===== src/rtl/unified_mem_ctrl_pkg.sv =====
// unified_mem_ctrl_pkg: RV32 load/store funct3 codes and controller FSM encoding.
package unified_mem_ctrl_pkg;
    localparam logic [2:0] F3_LB  = 3'b000;
    localparam logic [2:0] F3_LH  = 3'b001;
    localparam logic [2:0] F3_LW  = 3'b010;
    localparam logic [2:0] F3_LBU = 3'b100;
    localparam logic [2:0] F3_LHU = 3'b101;
    localparam logic [2:0] F3_SB  = 3'b000;
    localparam logic [2:0] F3_SH  = 3'b001;
    localparam logic [2:0] F3_SW  = 3'b010;
    typedef enum logic [1:0] {S_IDLE = 2'd0, S_WAIT = 2'd1, S_RESP = 2'd2} state_t;
endpackage


===== src/rtl/unified_mem_ctrl_align.sv =====
// mem_lane_align: byte-lane steering for stores, extract/extend for loads, access legality.
module mem_lane_align
    import unified_mem_ctrl_pkg::*;
(
    input  logic        we,
    input  logic [2:0]  funct3,
    input  logic [1:0]  addr_lo,
    input  logic [31:0] wdata,
    input  logic [31:0] rword,
    output logic [3:0]  be,
    output logic [31:0] wword,
    output logic [31:0] rdata,
    output logic        err
);
    logic [4:0]  sh;
    logic [15:0] rh;
    always_comb begin
        sh = {addr_lo, 3'b000};
        rh = 16'(rword >> sh);
        case (funct3)
            F3_LB:   err = 1'b0;
            F3_LH:   err = addr_lo[0];
            F3_LW:   err = addr_lo != 2'b00;
            F3_LBU:  err = we;
            F3_LHU:  err = we | addr_lo[0];
            default: err = 1'b1;
        endcase
        be = !we || err ? 4'b0000
           : funct3 == F3_SB ? 4'b0001 << addr_lo
           : funct3 == F3_SH ? 4'b0011 << {addr_lo[1], 1'b0}
           : funct3 == F3_SW ? 4'b1111 : 4'b0000;
        wword = wdata << sh;
        rdata = funct3 == F3_LB  ? {{24{rh[7]}}, rh[7:0]}
              : funct3 == F3_LH  ? {{16{rh[15]}}, rh}
              : funct3 == F3_LBU ? {24'd0, rh[7:0]}
              : funct3 == F3_LHU ? {16'd0, rh} : rword;
    end
endmodule


===== src/rtl/unified_mem_ctrl.sv =====
// unified_mem_ctrl: single-ported word memory shared by a fetch port and a load/store port.
// One access in flight at a time; the data port wins simultaneous requests.
module unified_mem_ctrl
    import unified_mem_ctrl_pkg::*;
#(
    parameter int DEPTH_WORDS = 64,
    parameter int WAIT_CYCLES = 1
) (
    input  logic        clk,
    input  logic        rst,
    input  logic        i_req,
    input  logic [31:0] i_addr,
    output logic        i_gnt,
    output logic        i_rvalid,
    output logic [31:0] i_rdata,
    output logic        i_err,
    input  logic        d_req,
    input  logic        d_we,
    input  logic [2:0]  d_funct3,
    input  logic [31:0] d_addr,
    input  logic [31:0] d_wdata,
    output logic        d_gnt,
    output logic        d_rvalid,
    output logic [31:0] d_rdata,
    output logic        d_err,
    output logic        busy
);
    localparam int AW = $clog2(DEPTH_WORDS);
    localparam logic [3:0] W_LAST = 4'(WAIT_CYCLES > 0 ? WAIT_CYCLES - 1 : 0);

    state_t state, nstate;
    logic [3:0] cnt;
    logic port_d, we_q;
    logic [2:0] f3_q;
    logic [AW+1:0] addr_q;
    logic [31:0] wdata_q;
    logic a_d, a_we;
    logic [2:0] a_f3;
    logic [AW+1:0] a_addr;
    logic [31:0] a_wdata;
    logic accept, enter_resp;
    logic [31:0] mem [DEPTH_WORDS];
    logic [31:0] rword, wword, rdata;
    logic [3:0] be;
    logic err;
    logic unused_bits;

    assign unused_bits = ^{i_addr[31:AW+2], d_addr[31:AW+2]};

    // In IDLE the access is described by the ports (so zero-wait accesses work); afterwards by the latches.
    always_comb begin
        a_d     = state == S_IDLE ? d_req : port_d;
        a_we    = state == S_IDLE ? d_req & d_we : we_q;
        a_f3    = state == S_IDLE ? (d_req ? d_funct3 : F3_LW) : f3_q;
        a_addr  = state == S_IDLE ? (d_req ? d_addr[AW+1:0] : i_addr[AW+1:0]) : addr_q;
        a_wdata = state == S_IDLE ? d_wdata : wdata_q;
    end

    assign rword = mem[a_addr[AW+1:2]];

    mem_lane_align u_align (
        .we     (a_we),
        .funct3 (a_f3),
        .addr_lo(a_addr[1:0]),
        .wdata  (a_wdata),
        .rword  (rword),
        .be     (be),
        .wword  (wword),
        .rdata  (rdata),
        .err    (err)
    );

    always_ff @(posedge clk or negedge rst) begin
        if (!rst) state <= S_IDLE;
        else      state <= nstate;
    end

    always_comb begin
        nstate = state;
        case (state)
            S_IDLE:  nstate = accept ? (WAIT_CYCLES > 0 ? S_WAIT : S_RESP) : S_IDLE;
            S_WAIT:  nstate = cnt == W_LAST ? S_RESP : S_WAIT;
            default: nstate = S_IDLE;
        endcase
    end

    always_comb begin
        d_gnt    = d_req & (state == S_IDLE) & rst;
        i_gnt    = i_req & ~d_req & (state == S_IDLE) & rst;
        busy     = state != S_IDLE;
        d_rvalid = (state == S_RESP) & port_d;
        i_rvalid = (state == S_RESP) & ~port_d;
    end

    assign accept     = d_gnt | i_gnt;
    assign enter_resp = nstate == S_RESP;

    always_ff @(posedge clk or negedge rst) begin
        if (!rst) begin
            cnt     <= '0;
            port_d  <= 1'b0;
            we_q    <= 1'b0;
            f3_q    <= '0;
            addr_q  <= '0;
            wdata_q <= '0;
            i_rdata <= '0;
            i_err   <= 1'b0;
            d_rdata <= '0;
            d_err   <= 1'b0;
        end else begin
            cnt <= state == S_WAIT ? cnt + 4'd1 : 4'd0;
            if (accept) begin
                port_d  <= a_d;
                we_q    <= a_we;
                f3_q    <= a_f3;
                addr_q  <= a_addr;
                wdata_q <= a_wdata;
            end
            if (enter_resp && a_d) begin
                d_rdata <= err || a_we ? 32'd0 : rdata;
                d_err   <= err;
            end
            if (enter_resp && !a_d) begin
                i_rdata <= err ? 32'd0 : rdata;
                i_err   <= err;
            end
        end
    end

    // Array is deliberately not reset; writes land on the edge entering RESP.
    always_ff @(posedge clk) begin
        if (enter_resp)
            for (int b = 0; b < 4; b++)
                if (be[b]) mem[a_addr[AW+1:2]][8*b +: 8] <= wword[8*b +: 8];
    end
endmodule

===== config.mk =====
export PLATFORM = sky130hd
export DESIGN_NAME = unified_mem_ctrl
export DESIGN_NICKNAME = d
export VERILOG_FILES = /design/src/rtl/unified_mem_ctrl_pkg.sv /design/src/rtl/unified_mem_ctrl_align.sv /design/src/rtl/unified_mem_ctrl.sv
export SDC_FILE = /design/constraint.sdc
export NUM_CORES = 2
export LEC_CHECK = 0
export BUFFER_PORTS_ARGS = -buffer_cell sky130_fd_sc_hd__buf_2
export CAP_MARGIN = 30
export CELL_PAD_IN_SITES_DETAIL_PLACEMENT = 1
export CELL_PAD_IN_SITES_GLOBAL_PLACEMENT = 2
export CORE_MARGIN = 8
export CORE_UTILIZATION = 42
export CTS_CLUSTER_DIAMETER = 100
export DETAILED_ROUTE_END_ITERATION = 6
export PLACE_DENSITY_LB_ADDON = 0.1
export SLEW_MARGIN = 20
export SYNTH_ARGS = -nofsm -noshare
export SYNTH_HDL_FRONTEND = slang
export SYNTH_SLANG_ARGS = --single-unit

===== constraint.sdc =====
create_clock -name clk -period 5.7 [get_ports clk]
set_input_delay 0.855 -clock clk [delete_from_list [all_inputs] [get_ports clk]]
set_output_delay 0.855 -clock clk [all_outputs]
set_load 0.02 [all_outputs]

### Word-level counts from Yosys, hierarchy flattened

Memories as Yosys holds them, arrays and structs flattened.
Cells that the tools add are included.

* add/sub/neg operators: 1
* eq/ne operators: 7
* shift operators: 4
* muxes and demuxes: 34
* bitwise logic cells: 12
* reduce and logical (&&, ||, !) cells: 11

Operators with widths (number)
* $mux W32: 7
* $shl A32 B5 Y32: 1
* $shr A32 B5 Y16: 1
* $mux W4: 5
* $mux W8: 2
* $mux W1: 15
* $and A1 B1 Y1: 8
* $eq A3 B3 Y1 const B: 2
* $mux W3: 2
* $pmux W1 S5: 1
* $add A4 B1 Y4 const B: 1
* $eq A2 B2 Y1 const B: 2
* $logic_not A4 Y1: 1
* $pmux W2 S2: 1
* $reduce_bool A2 Y1: 2
* $shl A1 B2 Y4 const A: 1
* $shl A2 B2 Y4 const A: 1
* $eq A3 B1 Y1 const B: 1
* $eq A3 B2 Y1 const B: 1
* $logic_not A3 Y1: 1
* $eq A2 B1 Y1 const B: 1
* $logic_and A1 B1 Y1: 2
* $logic_not A1 Y1: 2
* $logic_not A2 Y1: 1
* other kinds (4): 7

* register bits: 117
* bits in writable memories: 2048
* input bits: 104
* logic and storage cells: 81
* memories kept: 1

Memory list
* mem: depth 64, bits a word 32, read ports 1, clocked after Yosys merged registers in 0, write ports 1, RTL line unified_mem_ctrl.sv:42 `logic [31:0] mem [DEPTH_WORDS];`

### Logic depth before layout (Yosys ltp)

* depth after elaboration: 10
* mapped depth: 18
* gate-level depth less buffers: 12

### Modules after synthesis

Synthesis repeated with hierarchy kept, for this count alone.

* cell total of the unflattened synthesis: 5632
* area, all modules: 84967.7 um^2

By module, submodules not included
* unified_mem_ctrl: instances 1, cells each 5413, area each 83613.9 um^2
* mem_lane_align: instances 1, cells each 219, area each 1353.8 um^2

### Worst setup path before layout

Ideal clock, no wire load.

* kind: input port to flip-flop
* start: input port d_req
* end: memory mem[0][24] (data pin)
* setup time: 0.702 ns
* arrival: 4.942 ns
* required time: 4.998 ns
* path slack: 0.056 ns
* stages: 10
* path buffers: 4
* path through: buf_6 buf_6 mux2i_1 a21oi_1 clkbuf_1 clkbuf_1 nand2_1 a21oi_1 a21oi_1 o21ai_0

* cells in the longest elaborated chain, start to end: 3

Ends and longest elaborated chain
* start, declared: RTL line unified_mem_ctrl.sv:17 `input logic d_req,`
* $mux W8 (2 in a row): RTL line unified_mem_ctrl.sv:55 `a_addr = state == S_IDLE ? (d_req ? d_addr[AW+1:0] : i_addr[AW+1:0]) : addr_q;`
* $shl A32 B5 Y32: RTL line unified_mem_ctrl_align.sv:32 `wword = wdata << sh;`
* net u_align.wword[24]: RTL line unified_mem_ctrl_align.sv:11 `output logic [31:0] wword,`
* end, declared: RTL line unified_mem_ctrl.sv:42

The timed path passes the listed nets, and every way through them passes these cells.

### Worst setup path in the final report

* start: register state[1]
* end: register i_rdata[12]

* cells in the longest elaborated chain, start to end: 9
* elaborated cells between the ends (all ways): 31

Ends and longest elaborated chain
* start, declared: RTL line unified_mem_ctrl.sv:31 `state_t state, nstate;`
* start signal, assigned: RTL line unified_mem_ctrl.sv:75 `else state <= nstate;`
* $logic_not A2 Y1
* $mux W8: RTL line unified_mem_ctrl.sv:55
* $mem_v2 Z64 W32
* $shr A32 B5 Y16: RTL line unified_mem_ctrl_align.sv:19 `rh = 16'(rword >> sh);`
* $mux W32: RTL line unified_mem_ctrl_align.sv:36 `: funct3 == F3_LHU ? {16'd0, rh} : rword;`
* $mux W32: RTL line unified_mem_ctrl_align.sv:35 `: funct3 == F3_LBU ? {24'd0, rh[7:0]}`
* $mux W32: RTL line unified_mem_ctrl_align.sv:34 `: funct3 == F3_LH ? {{16{rh[15]}}, rh}`
* $mux W32: RTL line unified_mem_ctrl_align.sv:33 `rdata = funct3 == F3_LB ? {{24{rh[7]}}, rh[7:0]}`
* $mux W32: RTL line unified_mem_ctrl.sv:124 `i_rdata <= err ? 32'd0 : rdata;`
* end signal, assigned: RTL line unified_mem_ctrl.sv:124
* end, declared: RTL line unified_mem_ctrl.sv:15 `output logic [31:0] i_rdata,`

Several ways; a longest one is shown, not always the timed one.
A chain may end at the register's enable or synchronous reset.

==> flow_summary.yaml <==
global_routing:
  antenna_found_initial: 25
  grt_first_pass_wirelength_um: 478000
  grtUsageTotal_pct: 30.5
  grt_max_degree: 77
  grt_pass1_vias: 57400
  grt_overflow_total: 0
sta:
  finalHoldViolCount: 0
  maxClockFrequency_ghz: 0.185
  final_max_slew_viol_count: 0
  tightest_slew_ns: 1.04
  period_minus_slack_ns: 5.42
  setup_slack_ns: 0.284
  finalClockSkew_ns: 0.0469
  period_share_pct: 95.0
  rsz0062_at_grt: "false"
  setup_violations: 0
  slew_headroom_pct: 30.6
  timing.hold.ws_ns: 0.192
worst_setup_path:
  arrival_ns: 6.18
  worstPathMaxFanout: 25
  crit_type: "reg -> reg"
  slowest_delay_ns: 0.85
  worstPathCellList: "buf_4, o21ba_2, a21oi_4, buf_12, buf_4, nand3_1, o21ai_0, a21oi_1, o211ai_1, buf_4, o22ai_2, o211a_1, nand2_1, o211ai_1"
  required_ns: 6.47
  start_kind: "flip-flop"
  r2r_cells: 14
  end_kind: "flip-flop"
  crit_slowest_cell: "o211ai_1"
  crit_top_cell: "buf_4"
clock_tree:
  cts_tree: "yes"
  cts_resized: 0
  cts_sinks: 2165
  cts_buffers: 226
  clkSlewWorstSetupHoldPaths_ns: 0.06
  clk_latency_ns: 0.92
  cts_root_buf: "clkbuf_16"
  clk_path_buf_depth: 3
  h-tree-depth: 4
synthesis:
  synthCells: 5710
  syn_area_per_cell_um2: 15.3
  ys_types: 98
  synthesis.area_um2: 87200
  ys.flop_type: "edfxtp_1"
  ys_seq_area_share_pct: 73.9
  yosysWarnings: 0
  postSynth.asyncResetShare_pct: 5.40
  ys_ff_latch: 2165
  synth_nets: 5816
  synth_edf_count: 2048
worst_hold_path:
  hold_path.class: "in -> reg"
  min_path_cells: 2
run_status:
  outcome: "complete, no violations"
final_layout:
  layout_common_cells: "2048 x edfxtp_1, 779 x nand2_1, 603 x buf_4"
  num-fill-cells: 19900
  final_util_pct: 49.6
  layout_commonest_cell: "edfxtp_1"
  nNetsFinal: 6436
  synthToLayoutAreaGrowth_pct: 17.5
  final_layout_size_suffix_gt1_share_pct: 21.8
floorplan:
  die-area_um2: 222000
  die_h_um: 472
  ios: 175
  initial_utilization_pct: 42.2
  rows: 167
  core_area_um2: 207000
  die_width_um: 472
detailed_routing:
  drt_iter0_drc: 7884
  dr.pass1.iters: 6
  drc_errors: 0
  wl_um: 350000
  ant_nets: 0
  via_per_inst: 6.37
  wl_per_cell_um: 37.8
  vias: 58800
power_and_ir_drop:
  peakVddDrop_mv: 0.499
  p_per_area_nw_per_um2: 657
  p_leak_nw: 34.8
  finalPower_mw: 67.3
place:
  io_buffers: 126
  place_congestion: 0.900
  pre_cts_ws_ns: -0.183
  place_hpwl_um: 236000
run:
  drv_cap: 0
-- per-layer routing --
metal	routed length (um)	share of wire, %	vias up	track usage [%]
met5	129	0.037	-	0
met4	16000	4.6	18	12.3
met3	32700	9.3	647	5.88
met2	157000	45	3172	46.7
met1	144000	41	31400	43.1
li1	-	-	23600	-
-- cell type report --
| class | count | area (um^2) | share of cell area, % |
|---|---|---|---|
| inverters | 14 | 52.6 | 0.0513 |
| repair buffers | 800 | 6580 | 6.43 |
| clock buffers | 282 | 5970 | 5.83 |
| well taps | 2704 | 3380 | 3.30 |
| multi-input cells | 3123 | 21000 | 20.5 |
| clock inverters | 138 | 952 | 0.930 |
| diodes | 12 | 30.0 | 0.0293 |
| flip-flops and latches | 2165 | 64400 | 62.9 |
-- repair_timing --
item | 4_1_cts | 5_1_grt
endpoints found under the hold margin | 41 | 0
buffers inserted | 0 | 2
endpoints found under the setup margin | 0 | 43
hold buffers | 1 | 0
-- kinds of logic after synthesis --
group	share of synthesized area, %
mux	6.22
simple gates	6.75
xor+xnor	0.0201
compound gates	10.3
flops	73.9
buf+inv	2.72
fa+ha+maj	0.0287
-- cell usage after synthesis (all sizes together) (13+ instances only) --
cell type     n  area (um^2)
a221oi      110          970
a221o        13          130
a32oi        13          114
mux2         96         1080
o211ai       27          203
o22ai       101          638
a31oi        42          263
clkbuf      116          435
mux4        119         2690
nor3         51          275
o21ai       179          907
a32o         35          350
buf         292         1890
mux2i       162         1650
nor2        348         1330
a21oi       408         2060
edfxtp     2048        61500
dfrtp       117         2930
a22o         37          324
nor3b        21          163
nand3        92          470
nand2       781         2930
a211oi      115          863
inv          14         52.6
nand4        28          175
a22oi       144         1090
nor4         20          131
-- state kept, by name (all words and copies together), names as in the netlist --
| register | cells |
|---|---|
| f3_q | 3 |
| wdata_q | 32 |
| d_err | 1 |
| i_rdata | 32 |
| port_d | 1 |
| addr_q | 8 |
| cnt | 4 |
| d_rdata | 32 |
| state | 2 |
| we_q | 1 |
| mem | 2048 |
| i_err | 1 |
-- critical path, delay by kind of cell (launching register included) --
family,cells,cell delay (ns)
AND/OR/NAND/NOR,2,0.87
AO/OA/AOI/OAI,8,2.65
buffers and inverters,4,1.23
flip-flops,1,0.49
-- through the flow --
stage          TNS [ns]  instance area, um^2  cells
2_1_floorplan         0                87200   5710
3_3_place_gp      -4.46                95200   8787
3_5_place_dp      -6.91                95400   8799
4_1_cts               0               102000   9220
5_1_grt               0               102000   9228
6_report              0               102000   9238
-- worst paths after layout --
kind	start	to	slack, ns
max in group asynchronous	rst	i_rdata[17]$_DFFE_PN0P_	4.05
worst max-delay path	state[1]$_DFF_PN0_	i_rdata[12]$_DFFE_PN0P_	0.28
worst max register to register	state[1]$_DFF_PN0_	i_rdata[12]$_DFFE_PN0P_	0.28
worst min register to register	d_err$_DFFE_PN0P_	d_err$_DFFE_PN0P_	0.48
min in group asynchronous	rst	wdata_q[25]$_DFFE_PN0N_	0.50
worst min-delay path	d_wdata[26]	wdata_q[26]$_DFFE_PN0N_	0.19
-- where the power goes --
part	total (mW)	switching, mW	leakage [nW]	internal, mW
Clock	14.1	6.31	3.39	7.79
Sequential	21.8	0.271	20.2	21.5
Combinational	31.4	22.8	11.2	8.67
(Power assumes the default switching activity.)
